===== src/rtl/dm_port_arbiter_if.sv =====
// Bus bundle for the data-memory port arbiter: CPU M-stage requester,
// external valid/ready requester and the shared data-memory port.
`ifndef DM_SB
`define DM_SB 3'b000
`endif
`ifndef DM_SH
`define DM_SH 3'b001
`endif
`ifndef DM_SW
`define DM_SW 3'b010
`endif

interface dm_port_arbiter_if;
  logic        cpu_req;
  logic        cpu_we;
  logic [31:0] cpu_addr;
  logic [31:0] cpu_wdata;
  logic [2:0]  cpu_ctr;
  logic        cpu_stall;

  logic        ext_valid;
  logic        ext_ready;
  logic        ext_we;
  logic [31:0] ext_addr;
  logic [31:0] ext_wdata;
  logic [2:0]  ext_ctr;
  logic        ext_rvalid;
  logic [31:0] ext_rdata;
  logic        ext_err;

  logic [31:0] mem_addr;
  logic [31:0] mem_wdata;
  logic        mem_write;
  logic [2:0]  mem_ctr;
  logic [31:0] mem_rdata;

  modport slave (
    input  cpu_req, cpu_we, cpu_addr, cpu_wdata, cpu_ctr,
    output cpu_stall,
    input  ext_valid, ext_we, ext_addr, ext_wdata, ext_ctr,
    output ext_ready, ext_rvalid, ext_rdata, ext_err,
    output mem_addr, mem_wdata, mem_write, mem_ctr,
    input  mem_rdata
  );

  modport master (
    output cpu_req, cpu_we, cpu_addr, cpu_wdata, cpu_ctr,
    input  cpu_stall,
    output ext_valid, ext_we, ext_addr, ext_wdata, ext_ctr,
    input  ext_ready, ext_rvalid, ext_rdata, ext_err,
    input  mem_addr, mem_wdata, mem_write, mem_ctr,
    output mem_rdata
  );
endinterface


===== src/rtl/dm_port_arbiter.sv =====
// Shares the data-memory port between the CPU M stage (fixed priority) and an
// external valid/ready port, with a starvation counter forcing external slots.
module dm_port_arbiter #(
  parameter int unsigned STARVE_LIMIT = 4,
  parameter int unsigned DEPTH_WORDS  = 4096
) (
  input  logic              clk,
  input  logic              rst,
  dm_port_arbiter_if.slave  bus
);

  localparam int unsigned   SCW     = $clog2(STARVE_LIMIT + 1);
  localparam logic [SCW-1:0] SLIM   = SCW'(STARVE_LIMIT);
  localparam logic [31:0]   DEPTH_W = 32'(DEPTH_WORDS);

  logic [SCW-1:0] scnt;
  logic [SCW-1:0] scnt_nxt;
  logic           grant_ext;
  logic           grant_cpu;
  logic           ext_bad;
  logic           ext_rd_ok;

  always_comb begin
    ext_bad = 1'b0;
    if ({2'b00, bus.ext_addr[31:2]} >= DEPTH_W)
      ext_bad = 1'b1;
    if (bus.ext_ctr == `DM_SW && bus.ext_addr[1:0] != 2'b00)
      ext_bad = 1'b1;
    if (bus.ext_ctr == `DM_SH && bus.ext_addr[0])
      ext_bad = 1'b1;
  end

  always_comb begin
    grant_ext = bus.ext_valid && (!bus.cpu_req || scnt == SLIM);
    grant_cpu = bus.cpu_req && !grant_ext;
    ext_rd_ok = !bus.ext_we && !ext_bad;
  end

  assign bus.ext_ready = grant_ext;
  assign bus.cpu_stall = bus.cpu_req && grant_ext;

  // Memory writes are suppressed during reset so nothing lands in the array.
  always_comb begin
    bus.mem_addr  = grant_ext ? bus.ext_addr  : bus.cpu_addr;
    bus.mem_wdata = grant_ext ? bus.ext_wdata : bus.cpu_wdata;
    bus.mem_ctr   = grant_ext ? bus.ext_ctr   : bus.cpu_ctr;
    bus.mem_write = 1'b0;
    if (rst)
      bus.mem_write = grant_ext ? (bus.ext_we && !ext_bad)
                                : (grant_cpu && bus.cpu_we);
  end

  always_comb begin
    scnt_nxt = scnt;
    if (!bus.ext_valid || grant_ext)
      scnt_nxt = '0;
    else if (grant_cpu && scnt != SLIM)
      scnt_nxt = scnt + 1'b1;
  end

  always_ff @(posedge clk or negedge rst) begin
    if (!rst) begin
      scnt           <= '0;
      bus.ext_rvalid <= 1'b0;
      bus.ext_err    <= 1'b0;
      bus.ext_rdata  <= '0;
    end else begin
      scnt <= scnt_nxt;
      if (grant_ext) begin
        bus.ext_rvalid <= 1'b1;
        bus.ext_err    <= ext_bad;
        bus.ext_rdata  <= ext_rd_ok ? bus.mem_rdata : '0;
      end else begin
        bus.ext_rvalid <= 1'b0;
        bus.ext_err    <= 1'b0;
      end
    end
  end

endmodule


===== src/flat_wrapper.sv =====
// flat-port wrapper written by rule: the top's interface ports become plain ports
module dm_port_arbiter_flat 
#(
  parameter int unsigned STARVE_LIMIT = 4,
  parameter int unsigned DEPTH_WORDS  = 4096
)
  (clk, rst, bus_cpu_req, bus_cpu_we, bus_cpu_addr, bus_cpu_wdata, bus_cpu_ctr, bus_cpu_stall, bus_ext_valid, bus_ext_we, bus_ext_addr, bus_ext_wdata, bus_ext_ctr, bus_ext_ready, bus_ext_rvalid, bus_ext_rdata, bus_ext_err, bus_mem_addr, bus_mem_wdata, bus_mem_write, bus_mem_ctr, bus_mem_rdata);
  dm_port_arbiter_if bus_i ();
  input  logic clk;
  input  logic rst;
  input wire logic [$bits(bus_i.cpu_req)-1:0] bus_cpu_req;
  input wire logic [$bits(bus_i.cpu_we)-1:0] bus_cpu_we;
  input wire logic [$bits(bus_i.cpu_addr)-1:0] bus_cpu_addr;
  input wire logic [$bits(bus_i.cpu_wdata)-1:0] bus_cpu_wdata;
  input wire logic [$bits(bus_i.cpu_ctr)-1:0] bus_cpu_ctr;
  output wire logic [$bits(bus_i.cpu_stall)-1:0] bus_cpu_stall;
  input wire logic [$bits(bus_i.ext_valid)-1:0] bus_ext_valid;
  input wire logic [$bits(bus_i.ext_we)-1:0] bus_ext_we;
  input wire logic [$bits(bus_i.ext_addr)-1:0] bus_ext_addr;
  input wire logic [$bits(bus_i.ext_wdata)-1:0] bus_ext_wdata;
  input wire logic [$bits(bus_i.ext_ctr)-1:0] bus_ext_ctr;
  output wire logic [$bits(bus_i.ext_ready)-1:0] bus_ext_ready;
  output wire logic [$bits(bus_i.ext_rvalid)-1:0] bus_ext_rvalid;
  output wire logic [$bits(bus_i.ext_rdata)-1:0] bus_ext_rdata;
  output wire logic [$bits(bus_i.ext_err)-1:0] bus_ext_err;
  output wire logic [$bits(bus_i.mem_addr)-1:0] bus_mem_addr;
  output wire logic [$bits(bus_i.mem_wdata)-1:0] bus_mem_wdata;
  output wire logic [$bits(bus_i.mem_write)-1:0] bus_mem_write;
  output wire logic [$bits(bus_i.mem_ctr)-1:0] bus_mem_ctr;
  input wire logic [$bits(bus_i.mem_rdata)-1:0] bus_mem_rdata;
  assign bus_i.cpu_req = bus_cpu_req;
  assign bus_i.cpu_we = bus_cpu_we;
  assign bus_i.cpu_addr = bus_cpu_addr;
  assign bus_i.cpu_wdata = bus_cpu_wdata;
  assign bus_i.cpu_ctr = bus_cpu_ctr;
  assign bus_cpu_stall = bus_i.cpu_stall;
  assign bus_i.ext_valid = bus_ext_valid;
  assign bus_i.ext_we = bus_ext_we;
  assign bus_i.ext_addr = bus_ext_addr;
  assign bus_i.ext_wdata = bus_ext_wdata;
  assign bus_i.ext_ctr = bus_ext_ctr;
  assign bus_ext_ready = bus_i.ext_ready;
  assign bus_ext_rvalid = bus_i.ext_rvalid;
  assign bus_ext_rdata = bus_i.ext_rdata;
  assign bus_ext_err = bus_i.ext_err;
  assign bus_mem_addr = bus_i.mem_addr;
  assign bus_mem_wdata = bus_i.mem_wdata;
  assign bus_mem_write = bus_i.mem_write;
  assign bus_mem_ctr = bus_i.mem_ctr;
  assign bus_i.mem_rdata = bus_mem_rdata;
  dm_port_arbiter #(.STARVE_LIMIT(STARVE_LIMIT), .DEPTH_WORDS(DEPTH_WORDS)) u_core (.clk(clk), .rst(rst), .bus(bus_i));
endmodule

===== config.mk =====
export PLATFORM = sky130hd
export DESIGN_NAME = dm_port_arbiter_flat
export DESIGN_NICKNAME = d
export VERILOG_FILES = /design/src/rtl/dm_port_arbiter_if.sv /design/src/rtl/dm_port_arbiter.sv /design/src/flat_wrapper.sv
export SDC_FILE = /design/constraint.sdc
export NUM_CORES = 1
export LEC_CHECK = 0
export BUFFER_PORTS_ARGS = -buffer_cell sky130_fd_sc_hd__clkbuf_2
export CAP_MARGIN = 10
export CORE_AREA = 2 2 108 110
export CTS_CLUSTER_SIZE = 10
export DETAILED_ROUTE_END_ITERATION = 6
export DIE_AREA = 0 0 110 112
export GPL_TIMING_DRIVEN = 0
export REMOVE_ABC_BUFFERS = 1
export SLEW_MARGIN = 15
export SYNTH_ARGS = -nofsm -noshare
export SYNTH_HDL_FRONTEND = slang
export SYNTH_SLANG_ARGS = --single-unit

===== constraint.sdc =====
create_clock -name clk -period 2.1 [get_ports clk]
set_input_delay 0.105 -clock clk [delete_from_list [all_inputs] [get_ports clk]]
set_output_delay 0.105 -clock clk [all_outputs]
set_load 0.02 [all_outputs]

==> results.json, run 1 <==
{
  "yosysTopAreaCellShare_pct": 39.21,
  "setup_violations": 0,
  "maxSlewViolCount": 0,
  "clock_skew_ns": 0.003494,
  "antenna_found_initial": 0,
  "ir_drop_v": 0.0002714,
  "vias": 3487,
  "reg2reg_slack_ns": 0.40,
  "slowest_stage": "dfrtp_1",
  "synth.avg_cell_area_um2": 6.529,
  "ys_warn_count": 0,
  "fin_cells": 815,
  "start_util_pct": 22.79,
  "syn_area_um2": 2546,
  "crit_buf_inv": 5,
  "wl_per_cell_um": 14.73,
  "ff_latch_area_um2": 925.9,
  "worstSetupEndpointType": "primary output",
  "placed_area_um2": 4043,
  "grt_usage_pct": 17.56,
  "wl_met3_um": 859,
  "num_rows": 39,
  "drc": 0,
  "gp_congestion": 0.8586,
  "diodes": 0,
  "period_share_pct": 96.19,
  "synth-simple-area-share_pct": 45.36,
  "hp-start": "bus_mem_rdata[28]",
  "multi_input_area_um2": 1558,
  "grt_first_pass_wirelength_mm": 16.84,
  "crit_start": "u_core.scnt[0]$_DFFE_PN0P_",
  "synthTopCellsByArea": "nand2_1, dfrtp_1, o21ai_2",
  "setup_slack_ns": 0.07998,
  "drive_gt1_share_pct": 51.93,
  "cts_buffers": 5,
  "stdcell_area_um2": 4669,
  "synth_ff_type": "dfrtp_1",
  "yosys.area.top_type": "nand2_1",
  "core_region_area_um2": 11170,
  "cp_common_cell": "nand2_1",
  "critPathRequiredTime_ns": 2.00,
  "post-place-ws_ns": -0.6671,
  "tns_ns": 0,
  "overflow": 0,
  "synth_compound_area_share_pct": 11.74,
  "finalWirelength_mm": 12.00,
  "clk_pin_slew_ns": 0.06,
  "first_pass_iters": 4,
  "hp-class": "input pin to flop",
  "synth.distinct_cells": 24,
  "timing.fmax_mhz": 495.0,
  "port_buffers": 275,
  "first_iter_violations": 96,
  "clock_latency_ns": 0.28,
  "routed.top_layer": "met4",
  "grt_pass1_vias": 3312,
  "path_delay_family": "buffers and inverters",
  "muxShareOfSynthArea_pct": 0.3931,
  "cpPeakStageDelay_ns": 0.38,
  "maxSlewHeadroom_pct": 50.11,
  "total_power_mw": 2.260,
  "fin_nets": 845,
  "status": "complete, no violations",
  "worst_slew_pin_slew_ns": 0.7451,
  "synth-edff-count": 0,
  "min_period_ns": 2.020,
  "cts.sinks": 37,
  "path_max_fanout": 8,
  "p_per_area_nw_per_um2": 483.9,
  "fillCellCount": 1237,
  "clock_path_buffers": 2,
  "netlist_top_cells_count": "nand2_1, dfrtp_1, o21ai_2",
  "synth_most_common_cell": "nand2_1",
  "dp_hpwl_mm": 7.734,
  "hold_violations": 0,
  "syn_inst": 390,
  "die_w_um": 110,
  "place_inst": 785,
  "via_per_inst": 4.279,
  "syn_to_final_growth_pct": 83.39,
  "p_leak_nw": 2.794,
  "worstPathArrival_ns": 1.92,
  "cap_violations": 0,
  "critPathKind": "flop to primary output",
  "met2_length_mm": 6.115,
  "synth-xor-area-share_pct": 0,
  "r2r-start": "u_core.scnt[1]$_DFFE_PN0P_",
  "grt_max_degree": 40,
  "async_reset_ff_share_pct": 100.0,
  "root_buffer": "clkbuf_16",
  "ios": 276,
  "synth_fa_ha_area_share_pct": 0.9828,
  "synth_top_family_by_area": "simple AND/OR/NAND/NOR gates",
  "dieArea_um2": 12320,
  "ys_ff_latch": 37,
  "crit_chain": "inv_2, ha_4, a21boi_2, nand2b_4, buf_16, clkinv_16, clkbuf_16, nand2_1, nand2_1, clkbuf_4",
  "seq_area_frac_synth_pct": 36.36,
  "setup.worst_path.start_class": "flop",
  "wl_met1_mm": 4.947,
  "ctsHtreeMaxLevel": 2,
  "die_y_um": 112,
  "cts_tree": "done",
  "final_antenna_net_count": 0
}
tightest hold or removal path: cells and delay by family:
| kind | cells | cell delay (ns) |
|---|---|---|
| compound gates | 1 | 0.05 |
| buf+inv | 1 | 0.08 |
| simple gates | 1 | 0.06 |
power breakdown:
part | switching [mW] | leakage, nW | internal (mW) | total (mW)
sequential | 0.00209 | 0.514 | 0.717 | 0.719
combinational | 0.437 | 2.20 | 0.331 | 0.768
clock | 0.300 | 0.0768 | 0.472 | 0.773
state kept, by name, indices dropped and copies added, names as in the netlist:
name and flops:
u_core.bus.ext_rdata 32, u_core.scnt 3, u_core.bus.ext_rvalid 1, u_core.bus.ext_err 1
final timing paths:
path                                                         to  cells after the start
min in group asynchronous   u_core.bus.ext_rdata[7]$_DFFE_PN0P_                      2
min reg2reg                 u_core.bus.ext_rdata[4]$_DFFE_PN0P_                      2
max in group asynchronous   u_core.bus.ext_rdata[0]$_DFFE_PN0P_                      3
max                                            bus_mem_addr[29]                     10
min                        u_core.bus.ext_rdata[28]$_DFFE_PN0P_                      3
max reg2reg                 u_core.bus.ext_rdata[7]$_DFFE_PN0P_                      8
metrics by stage:
stage | hold slack [ns] | util, %
final | 0.04002 | 41.79
after global routing | 0.03891 | 41.79
after CTS | 0.03324 | 39.56
after detailed placement | 0.3310 | 36.18
after global placement | 0.3319 | 35.66
after floorplan | -0.1906 | -
cells by family after synthesis:
kind of cell / Yosys count
compound gates: 36
fa+ha+maj: 2
flops: 37
mux: 1
simple gates: 285
buf+inv: 29
cell type report:
class | count | share of cell area [%]
repair buffers | 295 | 38.24
multi-input cells | 326 | 33.36
flip-flops and latches | 37 | 19.83
well taps | 143 | 3.832
clock buffers | 6 | 2.974
inverters | 4 | 0.8842
repair inverters | 2 | 0.5895
clock inverters | 2 | 0.2947
placed cells by master, fill, tap and decap left out, drive strengths merged, types with 2 or more instances in the layout:
cell and count:
nand4b 2, dfrtp 37, nand2 266, nor2 3, inv 5, or4 4, buf 21, o21ai 33
clkinv 3, nand3 3, nand2b 3, clkbuf 279, ha 2
per-layer routing:
layer,GRT usage (%),vias to the layer above
li1,-,1783
met1,21.93,1539
met2,30.92,155
met3,3.689,10
met4,3.291,0
met5,0,-
what timing repair did:
item / in CTS / in global routing
gates resized for setup: 24 / 28
setup buffers: 5 / 4
cloned: 6 / 5
hold buffers: 0 / 1
setup endpoints to repair: 103 / 98
endpoints found under the hold margin: 0 / 14
pin swaps: 2 / 4
(Power assumes the default switching activity.)
==> run 2, diff against run 1 <==
--- a/config.mk
+++ b/config.mk
@@ -7,10 +7,10 @@
 export LEC_CHECK = 0
 export BUFFER_PORTS_ARGS = -buffer_cell sky130_fd_sc_hd__clkbuf_2
 export CAP_MARGIN = 10
-export CORE_AREA = 2 2 108 110
+export CORE_AREA = 2 2 107 109
 export CTS_CLUSTER_SIZE = 10
 export DETAILED_ROUTE_END_ITERATION = 6
-export DIE_AREA = 0 0 110 112
+export DIE_AREA = 0 0 109 111
 export GPL_TIMING_DRIVEN = 0
 export REMOVE_ABC_BUFFERS = 1
 export SLEW_MARGIN = 15
==> constraint.sdc (replaced) <==
create_clock -name clk -period 2.5 [get_ports clk]
set_input_delay 0.125 -clock clk [delete_from_list [all_inputs] [get_ports clk]]
set_output_delay 0.125 -clock clk [all_outputs]
set_load 0.02 [all_outputs]
==> run 2 against run 1 <==
Compared with the run above: non-clock buffer count is 12 lower; sequential power is 16% lower; clock skew is 0.0022 ns higher; combinational power is 24% lower; worst hold slack worse by 0.019 ns; cell count is 1.8% lower; clock-buffer cell count is 1 lower; final area is 5.9% lower; critical path type unchanged.
==> results.json, run 2 (synthesized netlist as in run 1, its figures left out) <==
{
  "p_per_area_nw_per_um2": 459.6,
  "largest_reg_flops": 32,
  "dieArea_um2": 12100,
  "cts_buffers": 5,
  "status": "complete, no violations",
  "syn_to_final_growth_pct": 72.53,
  "clock_path_buffers": 2,
  "path_max_fanout": 44,
  "period_share_pct": 94.04,
  "tns_ns": 0,
  "dp_hpwl_mm": 7.956,
  "grt_first_pass_wirelength_mm": 16.41,
  "drive_gt1_share_pct": 50.08,
  "cts_tree": "done",
  "rsz0062_at_grt": "no",
  "place_inst": 785,
  "vias": 3508,
  "die_w_um": 109,
  "wl_per_cell_um": 13.67,
  "timing.fmax_mhz": 425.4,
  "num_rows": 39,
  "start_util_pct": 22.99,
  "regMostFlops": "u_core.bus.ext_rdata",
  "finalWirelength_mm": 10.94,
  "via_per_inst": 4.385,
  "maxSlewViolCount": 0,
  "root_buffer": "clkbuf_16",
  "worst_slew_pin_slew_ns": 1.033,
  "fin_nets": 830,
  "worstPathArrival_ns": 2.23,
  "ios": 276,
  "grt_pass1_vias": 3204,
  "fin_util_pct": 39.66,
  "final_cell_mix": "clkbuf_2, nand2_1, dfrtp_1",
  "ctsHtreeMaxLevel": 2,
  "drc": 0,
  "core_region_area_um2": 11080,
  "gp_congestion": 0.8943,
  "reg.largest.list": "u_core.bus.ext_rdata: 32 flops, u_core.scnt: 3 flops",
  "fin_cells": 800,
  "critPathKind": "flop to primary output",
  "grt_usage_pct": 17.26,
  "diodes": 0,
  "hold_violations": 0,
  "setup.worst_path.start_class": "flop",
  "clock_skew_ns": 0.005671,
  "clock_latency_ns": 0.28,
  "clk_pin_slew_ns": 0.06,
  "final_antenna_net_count": 0,
  "overflow": 0,
  "hp-class": "input pin to asynchronous set/reset pin",
  "first_pass_iters": 4,
  "layout_commonest_cell": "clkbuf_2",
  "first_iter_violations": 136,
  "p_leak_nw": 2.688,
  "port_buffers": 275,
  "grt_max_degree": 45,
  "ir_drop_v": 0.0002428,
  "cts.sinks": 37,
  "antenna_found_initial": 0,
  "die_y_um": 111,
  "worstSetupEndpointType": "primary output",
  "cap_violations": 0,
  "setup_violations": 0,
  "critPathRequiredTime_ns": 2.38,
  "min_period_ns": 2.351,
  "maxSlewHeadroom_pct": 31.16
}
run 2: changes by cell type in the layout (fill, tap and decap cells not counted), moves of 2 or more:
cell,change
buf_6,-5
buf_4,-2
buf_2,-2
clkbuf_16,-2
bufinv_16,+2
buf_16,-5
o21ai_1,-2
clkbuf_4,-9
o21ai_0,+2
bufbuf_16,+2
nand2_2,-3
nand2_1,+3
clkbuf_2,+14
buf_8,-2
run 2: through the flow:
step	worst slack (ns)	hold slack, ns	cell area, µm²	power (mW)
floorplan	-2.726	-0.1706	2430	0.8825
global placement	-5.081	0.3484	3985	1.158
detailed placement	-0.2057	0.3549	4050	1.165
CTS	0.02990	0.05344	4339	2.054
global route	0.02757	0.06106	4393	2.129
finish	0.1491	0.02074	4393	2.019
run 2: cell type report:
type	count	area [µm²]
tap	143	178.9
multi-input combinational	325	1509
clock inverter	3	68.82
sequential	37	925.9
fill	1169	6684
inverter	4	41.29
clock buffer	5	125.1
timing repair buffer	283	1544
run 2: final timing paths:
| path | startpoint | endpoint | slack, ns | depth (start not counted) |
|---|---|---|---|---|
| max in group asynchronous | rst | u_core.scnt[0]$_DFFE_PN0P_ | 1.85 | 1 |
| worst min register to register | u_core.scnt[0]$_DFFE_PN0P_ | u_core.scnt[0]$_DFFE_PN0P_ | 0.46 | 1 |
| worst min-delay path | rst | u_core.bus.ext_rdata[11]$_DFFE_PN0P_ | 0.02 | 1 |
| worst max register to register | u_core.scnt[0]$_DFFE_PN0P_ | u_core.bus.ext_rdata[10]$_DFFE_PN0P_ | 0.51 | 9 |
| min in group clk | bus_mem_rdata[12] | u_core.bus.ext_rdata[12]$_DFFE_PN0P_ | 0.06 | 3 |
| worst max-delay path | u_core.scnt[0]$_DFFE_PN0P_ | bus_mem_wdata[0] | 0.15 | 10 |
run 2: power by group:
group / total [mW] / internal [mW] / leakage [nW] / switching [mW]
Clock: 0.835 / 0.575 / 0.0944 / 0.260
Sequential: 0.603 / 0.602 / 0.514 / 0.00152
Combinational: 0.581 / 0.236 / 2.08 / 0.345
run 2: routing by layer:
layer / share of wire, % / GRT usage (%)
met3: 6.3 / 2.587
met5: 0 / 0
met4: 1.1 / 4.530
met1: 41 / 21.30
met2: 52 / 30.77
run 2: timing repair:
action | in CTS | in global routing
gates resized for setup | 5 | 2
pin swaps | 0 | 1
cloned | 3 | 1
buffers inserted | 1 | 2
hold buffers | 0 | 0
endpoints found under the setup margin | 70 | 3
run 2: critical path, stage by stage, from the launching register on:
cell and delay (ns):
dfrtp_1 0.37, inv_1 0.06, ha_1 0.23, a21boi_2 0.15
nand2b_4 0.18, buf_16 0.18, clkinv_16 0.14, bufbuf_16 0.34
nand2_1 0.08, nand2_1 0.04, clkbuf_2 0.14
==> run 3, diff against run 2 <==
--- a/config.mk
+++ b/config.mk
@@ -5,12 +5,13 @@
 export SDC_FILE = /design/constraint.sdc
 export NUM_CORES = 1
 export LEC_CHECK = 0
+export ABC_AREA = 1
 export BUFFER_PORTS_ARGS = -buffer_cell sky130_fd_sc_hd__clkbuf_2
 export CAP_MARGIN = 10
-export CORE_AREA = 2 2 107 109
+export CORE_AREA = 2 2 108 110
 export CTS_CLUSTER_SIZE = 10
 export DETAILED_ROUTE_END_ITERATION = 6
-export DIE_AREA = 0 0 109 111
+export DIE_AREA = 0 0 110 112
 export GPL_TIMING_DRIVEN = 0
 export REMOVE_ABC_BUFFERS = 1
 export SLEW_MARGIN = 15
==> constraint.sdc (replaced) <==
create_clock -name clk -period 2.5 [get_ports clk]
set_input_delay 0.5 -clock clk [delete_from_list [all_inputs] [get_ports clk]]
set_output_delay 0.5 -clock clk [all_outputs]
set_load 0.02 [all_outputs]
==> run 3 against run 2 <==
Compared with the run above: power decreased by 11%; combinational power increased by 2%; clock skew decreased by 0.0025 ns; clock-buffer cell count grew 3; worst hold slack better by 0.32 ns; synthesized cell count grew 4.4%; largest cell class is now multi-input gates; largest power group is now sequential cells; highest routed layer unchanged.
==> results.json, run 3 <==
{
  "synth.avg_cell_area_um2": 6.361,
  "cts_tree": "done",
  "drive_gt1_share_pct": 44.79,
  "timing.fmax_mhz": 421.5,
  "multi_input_area_um2": 1520,
  "ir_drop_v": 0.0003029,
  "final_antenna_net_count": 0,
  "ys_warn_count": 0,
  "synth-edff-count": 0,
  "wl_per_cell_um": 15.66,
  "first_pass_iters": 4,
  "worstPathArrival_ns": 1.87,
  "regMostFlops": "u_core.bus.ext_rdata",
  "port_buffers": 275,
  "synth_most_common_cell": "nand2_1",
  "p_leak_nw": 2.831,
  "hp-class": "input pin to asynchronous set/reset pin",
  "p_per_area_nw_per_um2": 412.7,
  "synth_ff_type": "dfrtp_1",
  "setup.worst_path.start_class": "flop",
  "worstSetupEndpointType": "primary output",
  "setup_violations": 0,
  "gp_congestion": 0.7894,
  "async_reset_ff_share_pct": 100.0,
  "syn_inst": 407,
  "start_util_pct": 23.17,
  "ios": 276,
  "seq_area_frac_synth_pct": 35.77,
  "first_iter_violations": 204,
  "period_share_pct": 94.91,
  "grt_max_degree": 60,
  "status": "complete, no violations",
  "synth.distinct_cells": 22,
  "root_buffer": "clkbuf_16",
  "via_per_inst": 4.335,
  "grt_first_pass_wirelength_mm": 17.82,
  "grt_usage_pct": 18.79,
  "core_region_area_um2": 11170,
  "die_w_um": 110,
  "critPathKind": "flop to primary output",
  "cap_violations": 0,
  "ff_latch_area_um2": 925.9,
  "clock_path_buffers": 2,
  "overflow": 0,
  "yosys.area.top_type": "nand2_1",
  "hold_violations": 0,
  "stdcell_area_um2": 4333,
  "syn_to_final_growth_pct": 67.38,
  "critPathRequiredTime_ns": 2.00,
  "yosysTopAreaCellShare_pct": 36.54,
  "fillCellCount": 1254,
  "num_rows": 39,
  "path_max_fanout": 6,
  "cts_buffers": 5,
  "drc": 0,
  "reg.largest.list": "u_core.bus.ext_rdata: 32 flops, u_core.scnt: 3 flops",
  "clock_latency_ns": 0.27,
  "cts_hold_buf": 0,
  "diodes": 0,
  "synthTopCellsByArea": "nand2_1, dfrtp_1, nand4_1",
  "dp_hpwl_mm": 8.425,
  "cts.sinks": 37,
  "min_period_ns": 2.373,
  "placed_area_um2": 3959,
  "total_power_mw": 1.788,
  "vias": 3572,
  "die_y_um": 112,
  "antenna_found_initial": 0,
  "ys_ff_latch": 37,
  "finalWirelength_mm": 12.90,
  "place_inst": 798,
  "clock_skew_ns": 0.003136,
  "maxSlewViolCount": 0,
  "tns_ns": 0,
  "final_cell_mix": "clkbuf_2, nand2_1, dfrtp_1",
  "grt_pass1_vias": 3273,
  "maxSlewHeadroom_pct": 38.01,
  "rsz0062_at_grt": "no",
  "fin_nets": 854,
  "layout_commonest_cell": "clkbuf_2",
  "ctsHtreeMaxLevel": 2,
  "syn_area_um2": 2589,
  "netlist_top_cells_count": "nand2_1, dfrtp_1, nand4_1",
  "largest_reg_flops": 32,
  "worst_slew_pin_slew_ns": 0.9289,
  "fin_cells": 824,
  "dieArea_um2": 12320,
  "clk_pin_slew_ns": 0.05
}
## run 3: cell count changes after synthesis, moves of 7 or more
cell	change
o21ai_0	+11
buf_2	+10
nand2_1	-14
o21ai_2	-30
inv_1	+15
clkbuf_1	-18
nand4_1	+31
buf_4	+7
## run 3: path summary, 6_finish.rpt
kind / cells past startpoint / slack, ns / endpoint / startpoint
setup / recovery: 8 / 0.13 / bus_mem_addr[30] / u_core.scnt[0]$_DFFE_PN0P_
min in group clk: 3 / 0.46 / u_core.bus.ext_rdata[14]$_DFFE_PN0P_ / bus_mem_rdata[14]
hold / removal: 1 / 0.34 / u_core.bus.ext_rdata[15]$_DFFE_PN0P_ / rst
setup reg to reg: 9 / 0.62 / u_core.bus.ext_rdata[7]$_DFFE_PN0P_ / u_core.scnt[0]$_DFFE_PN0P_
hold reg to reg: 1 / 0.47 / u_core.scnt[0]$_DFFE_PN0P_ / u_core.scnt[0]$_DFFE_PN0P_
max in group asynchronous: 1 / 1.61 / u_core.bus.ext_rvalid$_DFF_PN0_ / rst
## run 3: cells by family (layout without fill, tap and decap cells)
family	Yosys count	after routing	synth area share, %
DFF	37	37	35.77
and+or+nand+nor	303	311	49.49
xor gates and xnor gates	1	1	0.3384
buffers and inverters	47	313	10.05
AOI/OAI and AO/OA	17	17	3.384
adders and majority gates	2	2	0.9665
## run 3: cell type report
cell class | count | area share [%]
clock buffer | 8 | 3.148
timing repair buffer | 284 | 33.90
timing repair inverter | 1 | 0.2599
sequential | 37 | 21.37
multi-input combinational | 331 | 35.09
tap | 143 | 4.129
inverter | 20 | 2.108
## run 3: timing repair
action                     in CTS  in global routing
gates resized for setup         7                  7
pin swaps                       3                  4
buffers inserted                0                  9
setup endpoints to repair      70                 51
gates cloned                    5                  4
## run 3: report_power, final
group / internal, mW / total (mW) / switching [mW]
clock: 0.371 / 0.593 / 0.222
combinational: 0.221 / 0.591 / 0.370
sequential: 0.602 / 0.604 / 0.00155
total: 1.19 / 1.79 / 0.594
## run 3: layer usage
layer	GRT usage [%]	vias up	wire, µm
met4	3.122	0	90
met3	4.333	8	1166
met2	30.84	159	5967
li1	-	1826	-
met5	0	-	0
met1	25.41	1579	5677
## run 3: through the flow
| step | util (%) | hold slack, ns | setup slack [ns] |
|---|---|---|---|
| 2_1_floorplan | - | 0.2044 | -0.02242 |
| 3_3_place_gp | 35.43 | 0.4599 | -0.6755 |
| 3_5_place_dp | 35.43 | 0.4651 | -0.6931 |
| 4_1_cts | 37.29 | 0.4147 | 0.04042 |
| 5_1_grt | 38.78 | 0.4106 | 0.03494 |
| 6_report | 38.78 | 0.3437 | 0.1274 |
## run 3: worst max-delay path, cell delays in order, from the launching register on
cell and delay [ns]:
dfrtp_1 0.39, inv_1 0.06, ha_1 0.16, nand2_2 0.09
nand2_8 0.13, nand2_8 0.13, buf_4 0.20, o21ai_0 0.20
clkbuf_2 0.24
